==> src/rtl/stage_d_rv.sv <==
// stage_d_rv: decode stage of the pipelined RISC-V core.
//
// This stage holds the IF/ID register with the fetch PC pair and a valid bit.
// It decodes the D-aligned instruction word, which comes straight from the
// synchronous program ROM, and it owns the 32x32 integer register file.
//
// Ports
//   clk, rst            clock; synchronous active-high reset
//   RDD                 instruction word from ROM, already aligned to D
//   PCF, PCPlus4F       fetch PC and PC+4
//   StallD, FlushD      hazard-unit hold and kill of the D stage
//   RegWriteW/RdW/ResultW  writeback port into the register file
//   PCD, PCPlus4D, ValidD  IF/ID register contents
//   InstrD              instruction in D; a nop when D holds a bubble
//   Rs1D, Rs2D, RdD     register indices taken from InstrD
//   RD1D, RD2D          register operands, with writeback bypass
//   ImmExtD             sign-extended immediate
//   RegWriteD, MemWriteD, BranchD, JumpD, ALUSrcD, ResultSrcD, ALUControlD
//                       control word for the execute stage
//   IllegalD            valid instruction whose encoding is not supported
module stage_d_rv (
    input  logic        clk,
    input  logic        rst,
    input  logic [31:0] RDD,
    input  logic [31:0] PCF,
    input  logic [31:0] PCPlus4F,
    input  logic        StallD,
    input  logic        FlushD,
    input  logic        RegWriteW,
    input  logic [4:0]  RdW,
    input  logic [31:0] ResultW,
    output logic [31:0] PCD,
    output logic [31:0] PCPlus4D,
    output logic        ValidD,
    output logic [31:0] InstrD,
    output logic [4:0]  Rs1D,
    output logic [4:0]  Rs2D,
    output logic [4:0]  RdD,
    output logic [31:0] RD1D,
    output logic [31:0] RD2D,
    output logic [31:0] ImmExtD,
    output logic        RegWriteD,
    output logic        MemWriteD,
    output logic        BranchD,
    output logic        JumpD,
    output logic        ALUSrcD,
    output logic [1:0]  ResultSrcD,
    output logic [2:0]  ALUControlD,
    output logic        IllegalD
);

    localparam logic [6:0]  OP_LOAD   = 7'b0000011;
    localparam logic [6:0]  OP_STORE  = 7'b0100011;
    localparam logic [6:0]  OP_BRANCH = 7'b1100011;
    localparam logic [6:0]  OP_JAL    = 7'b1101111;
    localparam logic [6:0]  OP_R      = 7'b0110011;
    localparam logic [6:0]  OP_I      = 7'b0010011;
    localparam logic [31:0] NOP_INSTR = 32'h0000_0013;

    // funct3 -> ALU operation, shared by R-type and I-type ALU instructions
    function automatic logic [2:0] alu_op(input logic [2:0] f3, input logic sub);
        logic [2:0] op;
        case (f3)
            3'b000:  op = sub ? 3'b001 : 3'b000;
            3'b111:  op = 3'b010;
            3'b110:  op = 3'b011;
            3'b100:  op = 3'b100;
            3'b010:  op = 3'b101;
            3'b001:  op = 3'b110;
            3'b101:  op = 3'b111;
            default: op = 3'b000;
        endcase
        return op;
    endfunction

    // ---- stage p1: IF/ID register ----
    logic [31:0] pc_p1_q, pc_p1_d;
    logic [31:0] pc4_p1_q, pc4_p1_d;
    logic        vld_p1_q, vld_p1_d;

    always_comb begin
        pc_p1_d  = pc_p1_q;
        pc4_p1_d = pc4_p1_q;
        vld_p1_d = vld_p1_q;
        // A flush must beat a stall so that a bubble is inserted.
        if (FlushD) begin
            pc_p1_d  = '0;
            pc4_p1_d = '0;
            vld_p1_d = 1'b0;
        end else if (!StallD) begin
            pc_p1_d  = PCF;
            pc4_p1_d = PCPlus4F;
            vld_p1_d = 1'b1;
        end
    end

    always_ff @(posedge clk) begin
        if (rst) begin
            pc_p1_q  <= '0;
            pc4_p1_q <= '0;
            vld_p1_q <= 1'b0;
        end else begin
            pc_p1_q  <= pc_p1_d;
            pc4_p1_q <= pc4_p1_d;
            vld_p1_q <= vld_p1_d;
        end
    end

    assign PCD      = pc_p1_q;
    assign PCPlus4D = pc4_p1_q;
    assign ValidD   = vld_p1_q;
    assign InstrD   = vld_p1_q ? RDD : NOP_INSTR;
    assign Rs1D     = InstrD[19:15];
    assign Rs2D     = InstrD[24:20];
    assign RdD      = InstrD[11:7];

    // ---- decode (combinational within D) ----
    logic [6:0]  opcode;
    logic [2:0]  funct3;
    logic [6:0]  funct7;
    logic [31:0] imm_i, imm_s, imm_b, imm_j, imm;
    logic        legal, reg_write, mem_write, branch, jump, alu_src;
    logic [1:0]  result_src;
    logic [2:0]  alu_ctl;

    assign opcode = InstrD[6:0];
    assign funct3 = InstrD[14:12];
    assign funct7 = InstrD[31:25];
    assign imm_i  = {{20{InstrD[31]}}, InstrD[31:20]};
    assign imm_s  = {{20{InstrD[31]}}, InstrD[31:25], InstrD[11:7]};
    assign imm_b  = {{19{InstrD[31]}}, InstrD[31], InstrD[7], InstrD[30:25], InstrD[11:8], 1'b0};
    assign imm_j  = {{11{InstrD[31]}}, InstrD[31], InstrD[19:12], InstrD[20], InstrD[30:21], 1'b0};

    always_comb begin
        legal      = 1'b0;
        reg_write  = 1'b0;
        mem_write  = 1'b0;
        branch     = 1'b0;
        jump       = 1'b0;
        alu_src    = 1'b0;
        result_src = 2'b00;
        alu_ctl    = 3'b000;
        imm        = '0;
        case (opcode)
            OP_LOAD: if (funct3 == 3'b010) begin
                legal      = 1'b1;
                reg_write  = 1'b1;
                alu_src    = 1'b1;
                result_src = 2'b01;
                imm        = imm_i;
            end
            OP_STORE: if (funct3 == 3'b010) begin
                legal     = 1'b1;
                mem_write = 1'b1;
                alu_src   = 1'b1;
                imm       = imm_s;
            end
            OP_BRANCH: if (funct3 == 3'b000) begin
                legal   = 1'b1;
                branch  = 1'b1;
                alu_ctl = 3'b001;
                imm     = imm_b;
            end
            OP_JAL: begin
                legal      = 1'b1;
                reg_write  = 1'b1;
                jump       = 1'b1;
                result_src = 2'b10;
                imm        = imm_j;
            end
            // Only sub may set funct7[5]; sltu (funct3=011) is not supported.
            OP_R: if ((funct7 == 7'b0000000 && funct3 != 3'b011) ||
                      (funct7 == 7'b0100000 && funct3 == 3'b000)) begin
                legal     = 1'b1;
                reg_write = 1'b1;
                alu_ctl   = alu_op(funct3, funct7[5]);
            end
            // funct7 only matters for the shifts, where it must be zero.
            OP_I: if (funct3 != 3'b011 &&
                      ((funct3 != 3'b001 && funct3 != 3'b101) || funct7 == 7'b0000000)) begin
                legal     = 1'b1;
                reg_write = 1'b1;
                alu_src   = 1'b1;
                alu_ctl   = alu_op(funct3, 1'b0);
                imm       = imm_i;
            end
            default: ;
        endcase
    end

    // A bubble decodes as the nop, but it still must not drive any control.
    assign RegWriteD   = vld_p1_q & reg_write;
    assign MemWriteD   = vld_p1_q & mem_write;
    assign BranchD     = vld_p1_q & branch;
    assign JumpD       = vld_p1_q & jump;
    assign ALUSrcD     = vld_p1_q & alu_src;
    assign ResultSrcD  = vld_p1_q ? result_src : 2'b00;
    assign ALUControlD = vld_p1_q ? alu_ctl : 3'b000;
    assign IllegalD    = vld_p1_q & ~legal;
    assign ImmExtD     = imm;

    // ---- register file ----
    // Entry 0 resets to zero and is never written. Reads of x0 are also
    // forced to zero, so the entry is never observed.
    logic [31:0] rf_q [32];
    logic [31:0] rf_d [32];
    logic        wb_en, hit1, hit2;

    assign wb_en = RegWriteW && (RdW != 5'd0);

    always_comb begin
        rf_d = rf_q;
        if (wb_en) rf_d[RdW] = ResultW;
    end

    always_ff @(posedge clk) begin
        if (rst) begin
            for (int i = 0; i < 32; i++) rf_q[i] <= '0;
        end else begin
            rf_q <= rf_d;
        end
    end

    // The write-through bypass lets writeback and decode share a cycle
    // without a stall.
    assign hit1 = wb_en && (RdW == Rs1D);
    assign hit2 = wb_en && (RdW == Rs2D);
    assign RD1D = (Rs1D == 5'd0) ? 32'd0 : (hit1 ? ResultW : rf_q[Rs1D]);
    assign RD2D = (Rs2D == 5'd0) ? 32'd0 : (hit2 ? ResultW : rf_q[Rs2D]);

endmodule

==> config.mk <==
export PLATFORM = sky130hd
export DESIGN_NAME = stage_d_rv
export DESIGN_NICKNAME = d
export VERILOG_FILES = /design/src/rtl/stage_d_rv.sv
export SDC_FILE = /design/constraint.sdc
export NUM_CORES = 2
export LEC_CHECK = 0
export ABC_AREA = 1
export BUFFER_PORTS_ARGS = -buffer_cell sky130_fd_sc_hd__buf_2
export CAP_MARGIN = 20
export CORE_ASPECT_RATIO = 0.8
export CORE_UTILIZATION = 30
export CTS_CLUSTER_DIAMETER = 30
export DETAILED_ROUTE_END_ITERATION = 8
export PLACE_DENSITY = 0.48
export SETUP_SLACK_MARGIN = 0.15
export SLEW_MARGIN = 5
export SYNTH_ARGS = -nofsm -noshare
export SYNTH_HDL_FRONTEND = slang
export SYNTH_SLANG_ARGS = --single-unit
==> constraint.sdc <==
create_clock -name clk -period 3.97 [get_ports clk]
set_clock_uncertainty 0.1 [all_clocks]
set_input_delay 0.397 -clock clk [delete_from_list [all_inputs] [get_ports clk]]
set_output_delay 0.397 -clock clk [all_outputs]
set_load 0.02 [all_outputs]
Word-level counts from Yosys, hierarchy flattened
Cells that the tools add are included.
{ "classes": {"magnitude_cmp": 4, "eq_ne": 18, "n_mux": 40, "n_bitwise": 10, "n_reduce_logical": 17} }
{ "op_table": {"columns": ["cell", "n"], "rows": [
  ["bitwise mux 1024 bit", 1],
  ["2-to-1 mux 32 bit", 14],
  ["binary-select mux 32 bit (select 5 bit)", 2],
  ["demux 32 bit (select 5 bit)", 1],
  ["case mux 32 bit (5 select lines)", 1],
  ["equality test 7 x 6 -> 1 bit (second input constant)", 3],
  ["case mux 3 bit (7 select lines)", 1],
  [">= comparator 6 bit (second input constant)", 3],
  ["NOT 5 -> 6 bit", 3],
  ["case mux 3 bit (6 select lines)", 1],
  ["equality test 7 bit (second input constant)", 2],
  ["equality test 3 bit (second input constant)", 4],
  ["equality test 5 bit", 2],
  ["zero test 5 bit", 2],
  ["2-to-1 mux 1 bit", 10],
  ["2-to-1 mux 3 bit", 3],
  ["case mux 3 bit (3 select lines)", 1],
  ["logical AND 1 bit", 8],
  ["equality test 7 x 2 -> 1 bit (second input constant)", 1],
  ["equality test 7 x 5 -> 1 bit (second input constant)", 1],
  ["zero test 7 bit", 1],
  ["AND 1 bit", 6],
  ["less-than comparator 6 x 1 -> 1 bit (second input constant)", 1],
  ["case mux 1 bit (5 select lines)", 1],
  ["other kinds (14)", 16]
]} }
{ "word_totals": {"ff_bits": 1089, "inputBits": 138, "output_inout_bits": 219, "wordCells": 124} }

Longest topological paths before layout
{ "logic_depth": {"depth_word": 9, "depth_mapped": 14, "ltp_nobuf": 12} }

Worst setup path before layout
No wires, ideal clock.
{ "synth_timing": {"kind": "reg2out", "startpoint": "register vld_p1_q, in the netlist ValidD", "endpoint": "output port ImmExtD[21]", "arrival_ns": 2.197, "path_slack_ns": 1.276, "path_stages_with_launch": 14, "n_path_buf": 3, "cell_sequence": "dfxtp_1 -> buf_6 -> buf_6 -> nand2_1 -> inv_2 -> nand2_1 -> nor2_1 -> nand4_1 -> nand2_1 -> inv_2 -> nand3_2 -> nand2_1 -> inv_1 -> buf_4"} }
{ "synth_via": {"elab_chain_len": 7, "elab_cells_between_ends": 20, "cone_classes": "9 x eq/ne; 6 x mux; 5 x reduce/logical"} }
{ "synth_rtl": {"columns": ["item", "line", "text"], "rows": [
  ["start, declared", "79", "logic vld_p1_q, vld_p1_d;"],
  ["start signal, assigned", "105", "vld_p1_q <= vld_p1_d;"],
  ["2-to-1 mux 32 bit *", "112", "assign InstrD = vld_p1_q ? RDD : NOP_INSTR;"],
  ["named net InstrD[13]", "35", "output logic [31:0] InstrD,"],
  ["inequality test 3 x 1 -> 1 bit / inequality test 3 bit (equally long branches)", "180", "((funct3 != 3'b001 && funct3 != 3'b101) || funct7 == 7'b0000000)) begin"],
  ["logical AND 1 bit", "180", null],
  ["logical OR 1 bit", "180", null],
  ["logical AND 1 bit", "179", "OP_I: if (funct3 != 3'b011 &&"],
  ["2-to-1 mux 32 bit", "179", null],
  ["case mux 32 bit (5 select lines) *", "144", "case (opcode)"],
  ["end, declared", "41", "output logic [31:0] ImmExtD,"]
]} }
Mark *: on every way through the listed nets, which the timed path passes. The rest lies on a longest branch.

Final worst setup path
{ "layout_timing": {"startpoint": "register vld_p1_q, in the netlist ValidD", "endpoint": "output port RD2D[11]"} }
{ "layout_via": {"elab_chain_len": 7, "elab_cells_between_ends": 10, "cone_classes": "1 x eq/ne; 6 x mux; 1 x bitwise; 2 x reduce/logical"} }
{ "layout_rtl": {"columns": ["item", "line", "text"], "rows": [
  ["2-to-1 mux 32 bit *", "112", null],
  ["NOT 5 -> 6 bit (not written as such)", "229", "assign RD2D = (Rs2D == 5'd0) ? 32'd0 : (hit2 ? ResultW : rf_q[Rs2D]);"],
  ["binary-select mux 32 bit (select 5 bit)", "229", null],
  ["2-to-1 mux 32 bit (not written as such) (2 in a row)", "229", null],
  ["2-to-1 mux 32 bit", "229", null],
  ["2-to-1 mux 32 bit *", "229", null],
  ["end, declared", "40", "output logic [31:0] RD2D,"]
]} }
Mark *: on every way between the ends. The rest lies on a longest branch, timed or not. The select of a mux whose other input is x is not followed.

==> flow_summary.yaml <==
synth:
  synth_seq_area_share_pct: 36.8
  syn-cell-area_mm2: 0.0592
  ys_types: 30
  yosysWarnings: 0
  synth_top_area_share_pct: 36.8
  synth_seq_cells: 1089
  synthArstFlopShare_pct: 0
  synth_edf_count: 0
  synth_ff_type: "dfxtp_1"
  syn_area_per_cell_um2: 6.44
  yosysMostFrequentCell: "nand3_1"
  synth.net_count: 9323
  synth_top_area_cell: "dfxtp_1"
  synthesis.instances: 9185
  synth.area.top_cells: "dfxtp_1 (37%), nand3_1 (23%), nand2_1 (11%)"
  synth_common_cells: "nand3_1 (2,680), nand2_1 (1,670), dfxtp_1 (1,089)"
clock_network:
  htree_levels: 5
  clk_latency_ns: 0.88
  clkTransAtPathRegs_ns: 0.04
  cts_buffers: 295
  cts.sinks: 1089
  cts_root_buf: "clkbuf_16"
  clock_path_buffers: 4
  cts_tree: "yes"
place:
  dp_hpwl_um: 160000
  gp_congestion: 0.845
  placed_area_mm2: 0.0632
  place_inst: 11400
  dp_slack_ns: 0.530
  portBuffers: 356
global_routing:
  grt_pass1_wl_um: 459000
  grt_max_degree: 155
  grt_pass1_vias: 65400
  grt_antenna_before_repair: 15
  overflow: 0
  grt_usage_pct: 30.8
cells_and_area:
  fin_nets: 9453
  layout-drive-gt1-share_pct: 14.0
  area_delta_synth_final_pct: 30.0
  stdcell_count: 12100
  fin_util_pct: 39.3
  design_area_mm2: 0.0769
timing:
  setup_viol: 0
  min_period_ns: 3.87
  layout_setup_ws_ns: 0.105
  max_slew.worst_pin.slew_ns: 1.03
  final-max-slew-violation-count: 0
  finalCritPeriodShare_pct: 97.4
  whs_ns: 0.106
  slew_headroom_pct: 31.4
  finalHoldViolCount: 0
  max_freq_mhz: 259
  setup_tns_ns: 0
  grt_setup_unrepaired: "yes"
worst_setup_path:
  reg2reg_from: "ValidD"
  crit_slowest_cell: "buf_6"
  cp_slowest_stage_delay_ns: 0.55
  critical-path-top-delay-family: "buffers and inverters"
  critPathLaunchType: "flop"
  crit_path_start: "ValidD"
  critPathKind: "reg2out"
  cp_data_required_time_ns: 3.47
  worst_ep_arrival_time_ns: 3.37
  timing.critical_path.mode_cell: "nand3_1"
  crit_path_end_kind: "primary output"
  crit_fanout: 28
  worstPathCellList: "buf_12 > buf_16 > nand2_8 > buf_6 > nand3_1 > nand3_1 > nand3_1 > nand2_1 > inv_1 > buf_2"
  cp_num_buf_inv: 5
power:
  powerDensity_mw_per_mm2: 507
  seqPwrFrac_pct: 28.8
  switching_share_pct: 25.7
  p_clk_share_pct: 62.2
  p_sw_mw: 10.0
  power.total_mw: 39.0
  combinationalPowerShare_pct: 9.0
  leakage_nw: 31.5
  ir_worst_vdd_uv: 445
  p_int_mw: 29.0
floorplan:
  dieArea_mm2: 0.199
  start_util_pct: 30.3
  io_pins: 357
  core_mm2: 0.196
  rows: 145
  die_y_um: 399
  fp.dieW_um: 499
status:
  outcome: "finished, final reports clean"
detailed_routing:
  dr.pass1.iters: 6
  drtIter0Drc: 10600
  wl_um: 325000
  drc_errors: 0
  final_antenna_net_count: 0
  num_vias: 71400
  wl_per_cell_um: 26.9
  drt-vias-per-instance: 5.90
min_path:
  min-delay-start: "StallD"
  hp-class: "in2reg"
flow_run:
  max-cap-violations: 0
## path summary, 6_finish.rpt
check | endpoint | depth (start not counted) | slack (ns)
worst max-delay path | RD2D[11] | 10 | 0.10
worst max register to register | ValidD | 6 | 1.70
worst min register to register | rf_q[1013] | 2 | 0.34
worst min-delay path | PCD[26] | 4 | 0.11
## cell families after synthesis
kind of cell,count (synthesis),share of synthesized area [%]
AOI/OAI and AO/OA,2107,17.8
and+or+nand+nor,4628,35.5
DFF,1089,36.8
buffers and inverters,1351,9.63
xor gates and xnor gates,10,0.148
## cells in the final DEF (no fill, tap or decap), drive strengths merged
cell type    netlist  layout
bufinv             0      34
clkinvlp           0      21
clkbuf           593     404
nor2             220     220
o211ai             1       1
dlygate4sd3        0     105
inv              362     371
clkinv             3      64
nand3           2684    2684
bufbuf             0      12
diode              0       5
dfxtp           1089    1089
xor2              10      10
nor3              17      17
nand4              7       7
buf              393     680
a31oi              1       1
o21ai           1020    1020
nand3b            20      20
a21oi           1085    1085
nand2           1680    1685
## sequential cells by signal, summed over array words and instances, names as in the netlist
| name | flops |
|---|---|
| rf_q | 1024 |
| ValidD | 1 |
| PCD | 32 |
| PCPlus4D | 32 |
## repair_timing
action	4_1_cts	5_1_grt
gates resized for setup	90	123
setup buffers	28	39
hold endpoints to repair	606	0
hold buffers	105	0
pin swaps	7	11
gates cloned	27	17
setup endpoints to repair	96	97
## tightest hold or removal path: stages
cell     delay (ns)
buf_2          0.23
inv_2          0.23
nand2_1        0.07
a21oi_1        0.11
## layer usage
metal | vias up | track usage (%) | share of wire (%)
met5 | - | 0 | 0.0061
met2 | 5005 | 46.4 | 42
li1 | 31800 | - | -
met1 | 33700 | 40.9 | 41
met3 | 989 | 7.23 | 12
met4 | 2 | 16.0 | 5.5
## layout make-up
type                            count  area [µm²]
Timing Repair Buffer              810        8000
Tap cell                         2572        3220
Fill cell                       20200      119000
Sequential cell                  1089       21800
Clock buffer                      391        8420
Inverter                          365        1520
Timing Repair inverter              4        36.3
Antenna cell                        5        12.5
Multi-Input combinational cell   6750       32300
Clock inverter                    121        1590
## power groups by stage
| stage | Clock (mW) | Sequential (mW) | Combinational [mW] |
|---|---|---|---|
| 2_1_floorplan | 0 | 11.4 | 1.71 |
| 3_3_place_gp | 0 | 11.4 | 2.99 |
| 3_5_place_dp | 0 | 11.4 | 2.99 |
| 4_1_cts | 24.5 | 11.2 | 3.25 |
| 5_1_grt | 25.1 | 11.2 | 3.64 |
| 6_report | 24.3 | 11.2 | 3.51 |
No activity file was read; power rests on OpenSTA's default activity.
